===== config.mk =====
export PLATFORM = sky130hd
export DESIGN_NAME = capture_trigger_ctrl
export DESIGN_NICKNAME = d
export VERILOG_FILES = /design/src/rtl/capture_trigger_ctrl.sv
export SDC_FILE = /design/constraint.sdc
export NUM_CORES = 1
export LEC_CHECK = 0
export CAP_MARGIN = 20
export CORE_ASPECT_RATIO = 1.5
export CORE_MARGIN = 5
export CORE_UTILIZATION = 55
export DETAILED_ROUTE_END_ITERATION = 6
export PLACE_DENSITY = 0.75
export SLEW_MARGIN = 20
export SYNTH_ARGS = -nofsm -noshare
export SYNTH_HDL_FRONTEND = slang
export SYNTH_SLANG_ARGS = --single-unit

===== constraint.sdc =====
create_clock -name clk -period 6.7 [get_ports clk]
set_clock_uncertainty 0.1 [all_clocks]
set_input_delay 1.675 -clock clk [delete_from_list [all_inputs] [get_ports clk]]
set_output_delay 1.675 -clock clk [all_outputs]
set_load 0.02 [all_outputs]

===== src/rtl/capture_trigger_ctrl.sv =====
// capture_trigger_ctrl
//   Logic-analyser capture controller for the 8-channel input sampler. Samples
//   the live channel inputs at a divided rate into a circular buffer, waits for
//   a masked pattern trigger, captures the post-trigger window, and streams the
//   DEPTH-sample record out oldest-first over a valid/ready port.
// Ports
//   clk, reset        clock; synchronous active-high reset
//   i_sample_in       live channel inputs
//   i_arm / i_abort   start capture (IDLE/DONE only) / return to IDLE
//   i_trig_mask       1 = channel participates in the trigger
//   i_trig_value      required level of participating channels
//   i_pre_cnt         pre-trigger samples to keep (clamped to DEPTH-1)
//   i_div             sample tick every div+1 clocks
//   o_rd_data         buffer word at read pointer (0 when not valid)
//   o_rd_valid        o_rd_data valid
//   i_rd_ready        consumer accepts word
//   o_rd_last         final word of the record
//   o_busy            capture or readout in progress
//   o_triggered       trigger seen this capture
//   o_done            record fully read
module capture_trigger_ctrl #(
  parameter int NUM_CH = 8,
  parameter int DEPTH  = 10,
  parameter int DIV_W  = 8
) (
  input  logic                     clk,
  input  logic                     reset,
  input  logic [NUM_CH-1:0]        i_sample_in,
  input  logic                     i_arm,
  input  logic                     i_abort,
  input  logic [NUM_CH-1:0]        i_trig_mask,
  input  logic [NUM_CH-1:0]        i_trig_value,
  input  logic [$clog2(DEPTH)-1:0] i_pre_cnt,
  input  logic [DIV_W-1:0]         i_div,
  output logic [NUM_CH-1:0]        o_rd_data,
  output logic                     o_rd_valid,
  input  logic                     i_rd_ready,
  output logic                     o_rd_last,
  output logic                     o_busy,
  output logic                     o_triggered,
  output logic                     o_done
);

  localparam int PTR_W = $clog2(DEPTH);
  // The counter must reach DEPTH (post window with no pre-trigger samples).
  localparam int CNT_W = $clog2(DEPTH + 1);
  localparam logic [PTR_W-1:0] LAST_PTR = PTR_W'(DEPTH - 1);
  localparam logic [CNT_W-1:0] DEPTH_C  = CNT_W'(DEPTH);
  localparam logic [CNT_W-1:0] LAST_CNT = CNT_W'(DEPTH - 1);

  localparam logic [2:0] S_IDLE    = 3'd0;
  localparam logic [2:0] S_FILL    = 3'd1;
  localparam logic [2:0] S_WAIT    = 3'd2;
  localparam logic [2:0] S_POST    = 3'd3;
  localparam logic [2:0] S_READOUT = 3'd4;
  localparam logic [2:0] S_DONE    = 3'd5;

  logic [2:0]        r_state;
  logic [NUM_CH-1:0] r_mask;
  logic [NUM_CH-1:0] r_value;
  logic [DIV_W-1:0]  r_div;
  logic [DIV_W-1:0]  r_div_cnt;
  logic [PTR_W-1:0]  r_pre;
  logic [PTR_W-1:0]  r_wptr;
  logic [PTR_W-1:0]  r_rptr;
  logic [CNT_W-1:0]  r_cnt;
  logic              r_triggered;
  logic [NUM_CH-1:0] r_mem [DEPTH];

  logic              w_active;
  logic              w_tick;
  logic              w_match;
  logic              w_arm_ok;
  logic [PTR_W-1:0]  w_pre_clamp;
  logic [CNT_W-1:0]  w_cnt_inc;
  logic [CNT_W-1:0]  w_pre_ext;
  logic [CNT_W-1:0]  w_post_end;

  function automatic logic [PTR_W-1:0] f_wrap_inc(input logic [PTR_W-1:0] p);
    return (p == LAST_PTR) ? '0 : p + PTR_W'(1);
  endfunction

  assign w_active    = (r_state == S_FILL) || (r_state == S_WAIT) || (r_state == S_POST);
  assign w_tick      = w_active && (r_div_cnt == r_div);
  assign w_match     = ((i_sample_in ^ r_value) & r_mask) == '0;
  assign w_arm_ok    = i_arm && ((r_state == S_IDLE) || (r_state == S_DONE));
  assign w_pre_clamp = (i_pre_cnt > LAST_PTR) ? LAST_PTR : i_pre_cnt;
  assign w_cnt_inc   = r_cnt + CNT_W'(1);
  assign w_pre_ext   = CNT_W'(r_pre);
  // Post window ends once pre + trigger + post samples fill the record.
  assign w_post_end  = DEPTH_C - w_pre_ext;

  // Buffer contents are never reset; only the pointers are.
  always_ff @(posedge clk) begin
    if (!reset && !i_abort && w_tick) r_mem[r_wptr] <= i_sample_in;
  end

  always_ff @(posedge clk) begin
    if (reset || i_abort) begin
      r_state     <= S_IDLE;
      r_mask      <= '0;
      r_value     <= '0;
      r_div       <= '0;
      r_div_cnt   <= '0;
      r_pre       <= '0;
      r_wptr      <= '0;
      r_rptr      <= '0;
      r_cnt       <= '0;
      r_triggered <= 1'b0;
    end else if (w_arm_ok) begin
      r_mask      <= i_trig_mask;
      r_value     <= i_trig_value;
      r_div       <= i_div;
      r_pre       <= w_pre_clamp;
      r_div_cnt   <= '0;
      r_wptr      <= '0;
      r_cnt       <= '0;
      r_triggered <= 1'b0;
      r_state     <= (w_pre_clamp == '0) ? S_WAIT : S_FILL;
    end else begin
      if (w_active) r_div_cnt <= w_tick ? '0 : r_div_cnt + DIV_W'(1);
      if (w_tick)   r_wptr    <= f_wrap_inc(r_wptr);
      case (r_state)
        S_FILL: begin
          if (w_tick) begin
            r_cnt <= w_cnt_inc;
            if (w_cnt_inc == w_pre_ext) r_state <= S_WAIT;
          end
        end
        S_WAIT: begin
          if (w_tick && w_match) begin
            r_triggered <= 1'b1;
            // With a full pre-trigger window the trigger sample completes the record.
            if (r_pre == LAST_PTR) begin
              r_state <= S_READOUT;
              r_rptr  <= f_wrap_inc(r_wptr);
              r_cnt   <= '0;
            end else begin
              r_state <= S_POST;
              r_cnt   <= CNT_W'(1);
            end
          end
        end
        S_POST: begin
          if (w_tick) begin
            if (w_cnt_inc == w_post_end) begin
              r_state <= S_READOUT;
              // Oldest sample sits just past the last write.
              r_rptr  <= f_wrap_inc(r_wptr);
              r_cnt   <= '0;
            end else begin
              r_cnt <= w_cnt_inc;
            end
          end
        end
        S_READOUT: begin
          if (i_rd_ready) begin
            r_rptr <= f_wrap_inc(r_rptr);
            r_cnt  <= w_cnt_inc;
            if (r_cnt == LAST_CNT) r_state <= S_DONE;
          end
        end
        default: ;
      endcase
    end
  end

  assign o_rd_valid  = (r_state == S_READOUT);
  assign o_rd_data   = o_rd_valid ? r_mem[r_rptr] : '0;
  assign o_rd_last   = o_rd_valid && (r_cnt == LAST_CNT);
  assign o_busy      = w_active || (r_state == S_READOUT);
  assign o_triggered = r_triggered;
  assign o_done      = (r_state == S_DONE);

endmodule


-- Yosys cells after proc, flatten, opt, wreduce, memory -nomap -nowiden
Memory sizes are Yosys's and may differ from the RTL's. A register that Yosys moved wholly into a read port is not among the register bits.
Index checks and enable logic that the tools add are counted.
- $mul: 0
- div/mod/pow operators: 0
- muxes and demuxes: 33
- reductions and logical operators: 24
- shift-type cells: 0
- bitwise operators: 3
- add/subtract/negate cells: 5
- order comparisons: 1
- equal/unequal tests: 25
- operator list (operator ; number):
    $mux W4 ; 15
    $mux W3 ; 9
    $eq A4 B4 Y1 const B ; 4
    $mux W8 ; 2
    $pmux W4 S4 ; 1
    $add A4 B1 Y4 const B ; 3
    $pmux W3 S4 ; 1
    $pmux W4 S3 ; 1
    $ne A3 B2 Y1 const B ; 3
    $add A8 B1 Y8 const B ; 1
    $and A8 B8 Y8 ; 1
    $eq A4 B4 Y1 ; 2
    $eq A8 B8 Y1 ; 1
    $logic_not A8 Y1 ; 1
    $ne A2 B1 Y1 const B ; 4
    $reduce_and A8 Y1 ; 1
    $xor A8 B8 Y8 ; 1
    $reduce_and A7 Y1 ; 1
    $eq A3 B2 Y1 const B ; 2
    $eq A3 B3 Y1 const B ; 2
    $logic_and A1 B1 Y1 ; 6
    $ne A3 B1 Y1 const B ; 2
    $ne A3 B3 Y1 const B ; 2
    $logic_or A1 B1 Y1 ; 5
    other kinds (16) ; 20
- bits in writable memories: 80
- ROM bits: 0
- bits in latches: 0
- memories kept: 1
- register bits after elaboration: 52
- memory list (memory ; words ; width ; rd ports ; clocked after Yosys merged registers in ; wr ports ; line ; RTL):
    r_mem ; 10 ; 8 ; 1 ; 1 ; 1 ; 68 ; logic [NUM_CH-1:0] r_mem [DEPTH];

-- Depth between registers and ports, before layout
Gate-level depths: netlist (run 1).
- depth in word-level cells: 9
- gate-level depth with buffers: 8
- depth with buffers taken out: 8

-- Worst setup path after synthesis (run 1)
No wires, ideal clock.
- path kind: register -> output
- start point: reg with a tool-made name
- end point: out o_rd_data[5]
- path slack: 3048 ps
- arrival time: 1877 ps
- data required time: 4925 ps
- buffers on the path: 2
- stages on the path, launching flop included: 7
- cell sequence: dfxtp_1 -> clkbuf_1 -> clkbuf_1 -> mux4_2 -> nor2b_1 -> a211oi_1 -> a211oi_1
- RTL lines (element ; line ; RTL):
    to (decl) ; 35 ; output logic [NUM_CH-1:0] o_rd_data,

==> results of run 1 <==
==> metal layers <==
metal,vias to the layer above,share of wire [%],global-route usage [%]
li1,1991,-,-
met1,2005,36,23.75
met5,-,0,0
met4,0,1.1,5.987
met2,133,57,39.86
met3,15,5.1,5.454
==> power by group through the flow <==
stage	sequential, mW	combinational, mW	clock (mW)
floorplan	0.917	0.0805	0
global placement	0.921	0.122	0
detailed placement	0.922	0.124	0
CTS	0.904	0.126	1.01
global route	0.906	0.138	1.06
finish	0.904	0.127	0.999
==> stage by stage <==
step           total power [mW]  hold WS, ps  setup WS (ps)  instances
3_3_place_gp              1.044        346.2           2149        689
6_report                  2.030        357.9           1647        722
3_5_place_dp              1.046        346.9           2012        689
5_1_grt                   2.099        384.9           1396        722
4_1_cts                   2.039        354.9           1550        721
2_1_floorplan            0.9975        336.0           3048        517
==> cell usage after synthesis (2+ instances only) <==
master,number
sky130_fd_sc_hd__dfxtp_1,56
sky130_fd_sc_hd__or2_2,2
sky130_fd_sc_hd__nor3_1,11
sky130_fd_sc_hd__buf_1,3
sky130_fd_sc_hd__nor2_1,31
sky130_fd_sc_hd__o21ai_0,16
sky130_fd_sc_hd__nand2_1,69
sky130_fd_sc_hd__xor2_1,21
sky130_fd_sc_hd__a211oi_1,17
sky130_fd_sc_hd__a32o_1,2
sky130_fd_sc_hd__xnor2_1,12
sky130_fd_sc_hd__and2_1,2
sky130_fd_sc_hd__clkbuf_1,17
sky130_fd_sc_hd__or3_1,5
sky130_fd_sc_hd__clkbuf_8,5
sky130_fd_sc_hd__a21o_1,2
sky130_fd_sc_hd__mux4_2,16
sky130_fd_sc_hd__buf_2,3
sky130_fd_sc_hd__a22oi_1,6
sky130_fd_sc_hd__o211ai_1,3
sky130_fd_sc_hd__o31ai_1,2
sky130_fd_sc_hd__a221oi_1,3
sky130_fd_sc_hd__nand2b_1,6
sky130_fd_sc_hd__a31oi_1,2
sky130_fd_sc_hd__nor2b_1,11
sky130_fd_sc_hd__mux2i_1,12
sky130_fd_sc_hd__nand3_1,11
sky130_fd_sc_hd__nand4_1,2
sky130_fd_sc_hd__and3_1,3
sky130_fd_sc_hd__nand3b_1,8
sky130_fd_sc_hd__edfxtp_1,80
sky130_fd_sc_hd__ha_1,5
sky130_fd_sc_hd__a21oi_1,43
sky130_fd_sc_hd__inv_1,6
==> layout make-up <==
class                      count  area (µm²)  share of cell area (%)
tap                          147       183.9                   2.499
clock buffer                  17       425.4                   5.780
clock inverter                15       212.7                   2.890
multi-input combinational    345        2439                   33.13
sequential                   136        3523                   47.87
timing repair buffer          55       549.3                   7.463
inverter                       7       26.28                  0.3570
==> worst min-delay path, delay by kind of cell, from the launching register on <==
| kind | cells | cell delay [ps] |
|---|---|---|
| DFF | 1 | 310 |
| AOI/OAI and AO/OA | 1 | 50 |
| and+or+nand+nor | 1 | 50 |
==> worst min path at each step <==
stage | endpoint | start | depth (start not counted) | slack (ps)
6_report | r_mask[1]$_SDFFE_PP0P_ | r_mask[1]$_SDFFE_PP0P_ | 2 | 360
5_1_grt | r_div[6]$_SDFFE_PP0P_ | r_div[6]$_SDFFE_PP0P_ | 2 | 380
4_1_cts | r_mask[2]$_SDFFE_PP0P_ | r_mask[2]$_SDFFE_PP0P_ | 2 | 350
3_5_place_dp | r_mask[2]$_SDFFE_PP0P_ | r_mask[2]$_SDFFE_PP0P_ | 2 | 350
3_3_place_gp | r_mask[3]$_SDFFE_PP0P_ | r_mask[3]$_SDFFE_PP0P_ | 2 | 350
2_1_floorplan | r_mask[0]$_SDFFE_PP0P_ | r_mask[0]$_SDFFE_PP0P_ | 2 | 340
==> registers in the layout (all words and copies together) (netlist names), 8 cells and up, named ones only <==
name,cells
r_mask,8
r_div_cnt,8
r_mem,80
r_value,8
r_div,8
==> cells by family (layout without fill, tap and decap cells) <==
logic type                 Yosys count  after routing  share of synthesized area [%]
adders and majority gates            5              5                          1.018
muxes                               28             28                          7.818
xor gates and xnor gates            35             35                          5.476
and+or+nand+nor                    171            171                          13.78
buffers and inverters               36             94                          3.155
AOI/OAI and AO/OA                  106            106                          11.42
DFF                                136            136                          57.33
==> impl_metrics.py, run 1 <==
metrics = {
    "clock_network": {
        "cts-htree-levels": 4,
        "cts_setup_buffers": 0,
        "clock_sink_count": 136,
        "cts_max_path_buffers": 2,
        "tritoncts": "built",
        "cts.clk_slew.worst_paths_ps": 60,
        "cts-root-buf": "sky130_fd_sc_hd__clkbuf_16",
        "cts-hold-fix-buffers": 0,
        "cts_repair_resize_count": 0,
        "numCtsBuffers": 17,
        "clk-insertion-delay-late_ps": 410,
    },
    "setup_path": {
        "worst-r2r-cell-count": 6,
        "reg2reg_to": "r_mem[4][2]$_DFFE_PP_",
        "number_of_stages_on_the_worst_setup_path": 6,
        "cp_slowest_cell": "sky130_fd_sc_hd__dfxtp_1",
        "critPathMaxStageDelay_ps": 860,
        "critical_path_required_ps": 4930,
        "critical_path.cell_chain": "buf_4 > mux4_2 > nor2b_1 > a211oi_1 > a211oi_1 > clkdlybuf4s50_1",
        "end_kind": "output port",
        "most_numerous_cell_on_the_critical_path": "sky130_fd_sc_hd__a211oi_1",
        "reg2reg_setup_slack_ps": 3500,
        "timing.critical_path.fanout_max": 14,
        "timing.setup.critical_path_class": "flip-flop to output port",
        "critical_path_arrival_ps": 3280,
        "critical-path-top-delay-family": "buffers and inverters",
        "r2r_start": "r_state[1]$_SDFFE_PP0P_",
        "crit_end": "o_rd_data[4]",
        "critPathBufInv": 2,
        "critical_path.startpoint_type": "flip-flop",
    },
    "logic_synthesis": {
        "post_synth_main_area_contributors": "sky130_fd_sc_hd__edfxtp_1 39%, sky130_fd_sc_hd__dfxtp_1 18%, sky130_fd_sc_hd__mux4_2 5.9%, sky130_fd_sc_hd__nand2_1 4.2%, sky130_fd_sc_hd__a21oi_1 3.5%",
        "netlist_instances": 517,
        "syn-num-nets": 563,
        "ys_seq_area_share_pct": 57.33,
        "synth_area_mm2": 0.006146,
        "postSynthAreaPerCell_um2": 11.89,
        "synth_cell_types": 58,
        "yosys_warnings": 0,
        "async_reset_ff_share_pct": 0,
        "ys_dominant_reg_cell": "sky130_fd_sc_hd__edfxtp_1",
        "synth_edf_count": 80,
        "synth_seq_cells": 136,
        "area_share_of_the_largest_cell_type_after_synthesis_pct": 39.09,
        "synth_area_leader_cell": "sky130_fd_sc_hd__edfxtp_1",
    },
    "sta": {
        "final_period_demand_of_the_worst_path_ps": 5053,
        "tightest_slew_ps": 1087,
        "min_period_over_period_pct": 75.42,
        "totalNegativeSetupSlack_ps": 0,
        "top_achievable_clock_speed_mhz": 197.9,
        "grt_setup_unrepaired": "no",
        "maxSlewViolCount": 0,
        "setup_viol_count_final": 0,
        "max-slew-margin-rel_pct": 26.97,
        "report.final.hold_viol_count": 0,
    },
    "global_route": {
        "pin_count_of_the_biggest_net_entering_global_routing": 32,
        "grt_first_pass_wirelength_um": 21770,
        "number_of_antenna_violations_at_the_first_check_in_global_routing": 0,
        "globalRouteOverflowTotal": 0,
        "grt.total_usage_pct": 21.56,
        "first_global_vias": 4243,
    },
    "place": {
        "port-buffer-count": 53,
        "final_hpwl_dp_um": 9360,
        "placed_cell_area_mm2": 0.006705,
        "routabilityCongestion": 0.8193,
    },
    "route": {
        "detailedRoute.firstPassIterationCount": 5,
        "drc_marker_count_from_the_first_detailed_route_iteration": 269,
        "post-route-drc-count": 0,
        "vias_per_cell": 5.740,
        "totalWireLength_um": 13500,
        "vias": 4144,
        "antenna_violating_nets_left": 0,
        "avgRoutedWirePerCell_um": 18.70,
    },
    "worst_hold_path": {
        "type_of_the_worst_min_delay_path": "flip-flop to flip-flop",
    },
    "pwr": {
        "power_switching_uw": 452.6,
        "internal_power_mw": 1.578,
        "switching_share_pct": 22.29,
        "peak_vdd_ir_uv": 208.5,
        "power_leakage_nw": 2.480,
        "power.clock.fraction_pct": 49.2,
        "power_density_mw_per_mm2": 275.9,
        "seqPwrFrac_pct": 44.5,
        "combinationalPowerShare_pct": 6.3,
    },
    "die": {
        "die_height_um": 139.5,
        "std_cell_rows": 47,
        "pin_count": 54,
        "placeableCoreArea_mm2": 0.01100,
        "die_w_um": 96.31,
        "die-area_mm2": 0.01343,
        "initial_utilization_pct": 55.89,
    },
    "outcome": {
        "outcome": "complete, no violations",
    },
    "layout": {
        "final.fill_count": 839,
        "fin_area_mm2": 0.007360,
        "final_net_count": 608,
        "layout-area-overhead-vs-synth_pct": 19.75,
        "antennaDiodeCount": 0,
        "layout-drive-gt1-share_pct": 11.30,
        "layout.cells.most_common_list": "80 x sky130_fd_sc_hd__edfxtp_1, 69 x sky130_fd_sc_hd__nand2_1, 56 x sky130_fd_sc_hd__dfxtp_1, 53 x sky130_fd_sc_hd__clkdlybuf4s50_1, 43 x sky130_fd_sc_hd__a21oi_1",
        "final_common_cell": "sky130_fd_sc_hd__edfxtp_1",
        "utilization_pct": 66.92,
    },
    "run": {
        "max_cap_violations": 0,
    },
}
No activity file was read; power rests on OpenSTA's default activity.
==> run 2, diff against run 1 <==
CORE_UTILIZATION = 52   (was 55)
PLACE_DENSITY = 0.74   (was 0.75)
clock period = 4.3 ns   (was 6.7 ns; I/O delays follow)
==> impl_metrics.py, run 2 (synthesis gave the netlist of run 1 again) <==
metrics = {
    "sta": {
        "tightest_slew_ps": 938.9,
        "min_period_over_period_pct": 91.82,
        "top_achievable_clock_speed_mhz": 253.3,
        "setup_viol_count_final": 0,
        "final_period_demand_of_the_worst_path_ps": 3948,
        "grt_setup_unrepaired": "no",
        "maxSlewViolCount": 0,
        "totalNegativeSetupSlack_ps": 0,
        "report.final.hold_viol_count": 0,
        "max-slew-margin-rel_pct": 37.41,
    },
    "pwr": {
        "power_leakage_nw": 2.471,
        "power_density_mw_per_mm2": 401.1,
        "peak_vdd_ir_uv": 263.1,
    },
    "route": {
        "post-route-drc-count": 0,
        "vias": 4164,
        "avgRoutedWirePerCell_um": 18.09,
        "detailedRoute.firstPassIterationCount": 5,
        "vias_per_cell": 5.689,
        "totalWireLength_um": 13250,
        "antenna_violating_nets_left": 0,
        "drc_marker_count_from_the_first_detailed_route_iteration": 218,
    },
    "clock_network": {
        "cts-htree-levels": 4,
        "cts_max_path_buffers": 2,
        "cts_repair_resize_count": 0,
        "cts.clk_slew.worst_paths_ps": 60,
        "clock_sink_count": 136,
        "numCtsBuffers": 17,
        "cts-hold-fix-buffers": 0,
        "tritoncts": "built",
        "clk-insertion-delay-late_ps": 410,
        "cts_setup_buffers": 0,
        "cts-root-buf": "sky130_fd_sc_hd__clkbuf_16",
    },
    "layout": {
        "final_net_count": 615,
        "final.fill_count": 918,
        "final_common_cell": "sky130_fd_sc_hd__edfxtp_1",
        "fin_area_mm2": 0.007320,
        "layout-area-overhead-vs-synth_pct": 19.10,
        "layout.cells.most_common_list": "80 x sky130_fd_sc_hd__edfxtp_1, 69 x sky130_fd_sc_hd__nand2_1, 56 x sky130_fd_sc_hd__dfxtp_1, 53 x sky130_fd_sc_hd__clkdlybuf4s50_1, 43 x sky130_fd_sc_hd__a21oi_1",
        "largest_reg_flops": 80,
        "register_with_the_most_flip_flops": "r_mem",
        "layout-drive-gt1-share_pct": 11.68,
        "antennaDiodeCount": 0,
    },
    "global_route": {
        "grt_first_pass_wirelength_um": 21490,
        "number_of_antenna_violations_at_the_first_check_in_global_routing": 0,
        "globalRouteOverflowTotal": 0,
        "first_global_vias": 4406,
        "grt.total_usage_pct": 19.71,
        "pin_count_of_the_biggest_net_entering_global_routing": 32,
    },
    "setup_path": {
        "critical_path_arrival_ps": 2770,
        "timing.setup.critical_path_class": "flip-flop to output port",
        "most_numerous_cell_on_the_critical_path": "sky130_fd_sc_hd__a211oi_1",
        "critical_path.cell_chain": "mux4_2 > nor2b_1 > a211oi_1 > a211oi_1 > clkdlybuf4s50_1",
        "timing.critical_path.fanout_max": 16,
        "critPathMaxStageDelay_ps": 870,
        "cp_slowest_cell": "sky130_fd_sc_hd__dfxtp_1",
        "critical_path_required_ps": 3120,
        "critical_path.startpoint_type": "flip-flop",
        "end_kind": "output port",
    },
    "place": {
        "placed_cell_area_mm2": 0.006764,
        "port-buffer-count": 53,
        "final_hpwl_dp_um": 9315,
        "routabilityCongestion": 0.8416,
    },
    "die": {
        "pin_count": 54,
        "die_w_um": 98.77,
        "die-area_mm2": 0.01414,
        "placeableCoreArea_mm2": 0.01153,
        "initial_utilization_pct": 53.30,
        "std_cell_rows": 48,
        "die_height_um": 143.2,
    },
    "run": {
        "max_cap_violations": 0,
    },
    "outcome": {
        "outcome": "complete, no violations",
    },
    "worst_hold_path": {
        "type_of_the_worst_min_delay_path": "flip-flop to flip-flop",
    },
}
-- run 2: layout make-up --
| class | instances | area [µm²] | share of cell area (%) |
|---|---|---|---|
| well taps | 150 | 187.7 | 2.564 |
| inverters | 7 | 26.28 | 0.3590 |
| repair buffers | 62 | 598.1 | 8.171 |
| flip-flops and latches | 136 | 3523 | 48.14 |
| clock inverters | 10 | 70.07 | 0.9573 |
| clock buffers | 22 | 485.5 | 6.632 |
| multi-input cells | 345 | 2429 | 33.18 |
-- run 2: worst paths after layout --
kind,slack [ps],start,cells after the start,endpoint
setup / recovery,350,flip-flop,5,o_rd_data[3]
hold / removal,360,r_mask[2]$_SDFFE_PP0P_,2,r_mask[2]$_SDFFE_PP0P_
setup reg to reg,1250,r_state[1]$_SDFFE_PP0P_,6,r_mem[7][1]$_DFFE_PP_
hold reg to reg,360,r_mask[2]$_SDFFE_PP0P_,2,r_mask[2]$_SDFFE_PP0P_
-- run 2: metal layers --
layer,global-route usage [%],share of wire (%),vias up
li1,-,-,2005
met4,7.410,1.5,0
met3,4.741,3.5,18
met2,37.00,56,97
met5,0,0,-
met1,21.18,39,2044
-- run 2: critical path: cells and delay by family, from the launching register on --
kind / cells / cell delay [ps]
muxes: 1 / 350
DFF: 1 / 870
and+or+nand+nor: 1 / 160
AOI/OAI and AO/OA: 2 / 330
buffers and inverters: 1 / 650
-- run 2: where the power goes --
part | internal, mW | switching [mW]
Combinational | 0.0841 | 0.113
Sequential | 1.39 | 0.0172
Clock | 0.802 | 0.527
Total | 2.28 | 0.657
-- run 2: stage by stage --
step	hold slack [ps]	utilization (%)	setup WS, ps	power (mW)	cells
floorplan	336.0	-	1248	1.554	517
global placement	349.4	58.66	775.2	1.629	700
detailed placement	350.6	58.66	767.5	1.632	700
CTS	358.3	63.48	289.9	2.955	732
global route	382.0	63.48	174.5	3.037	732
finish	356.7	63.48	351.8	2.936	732
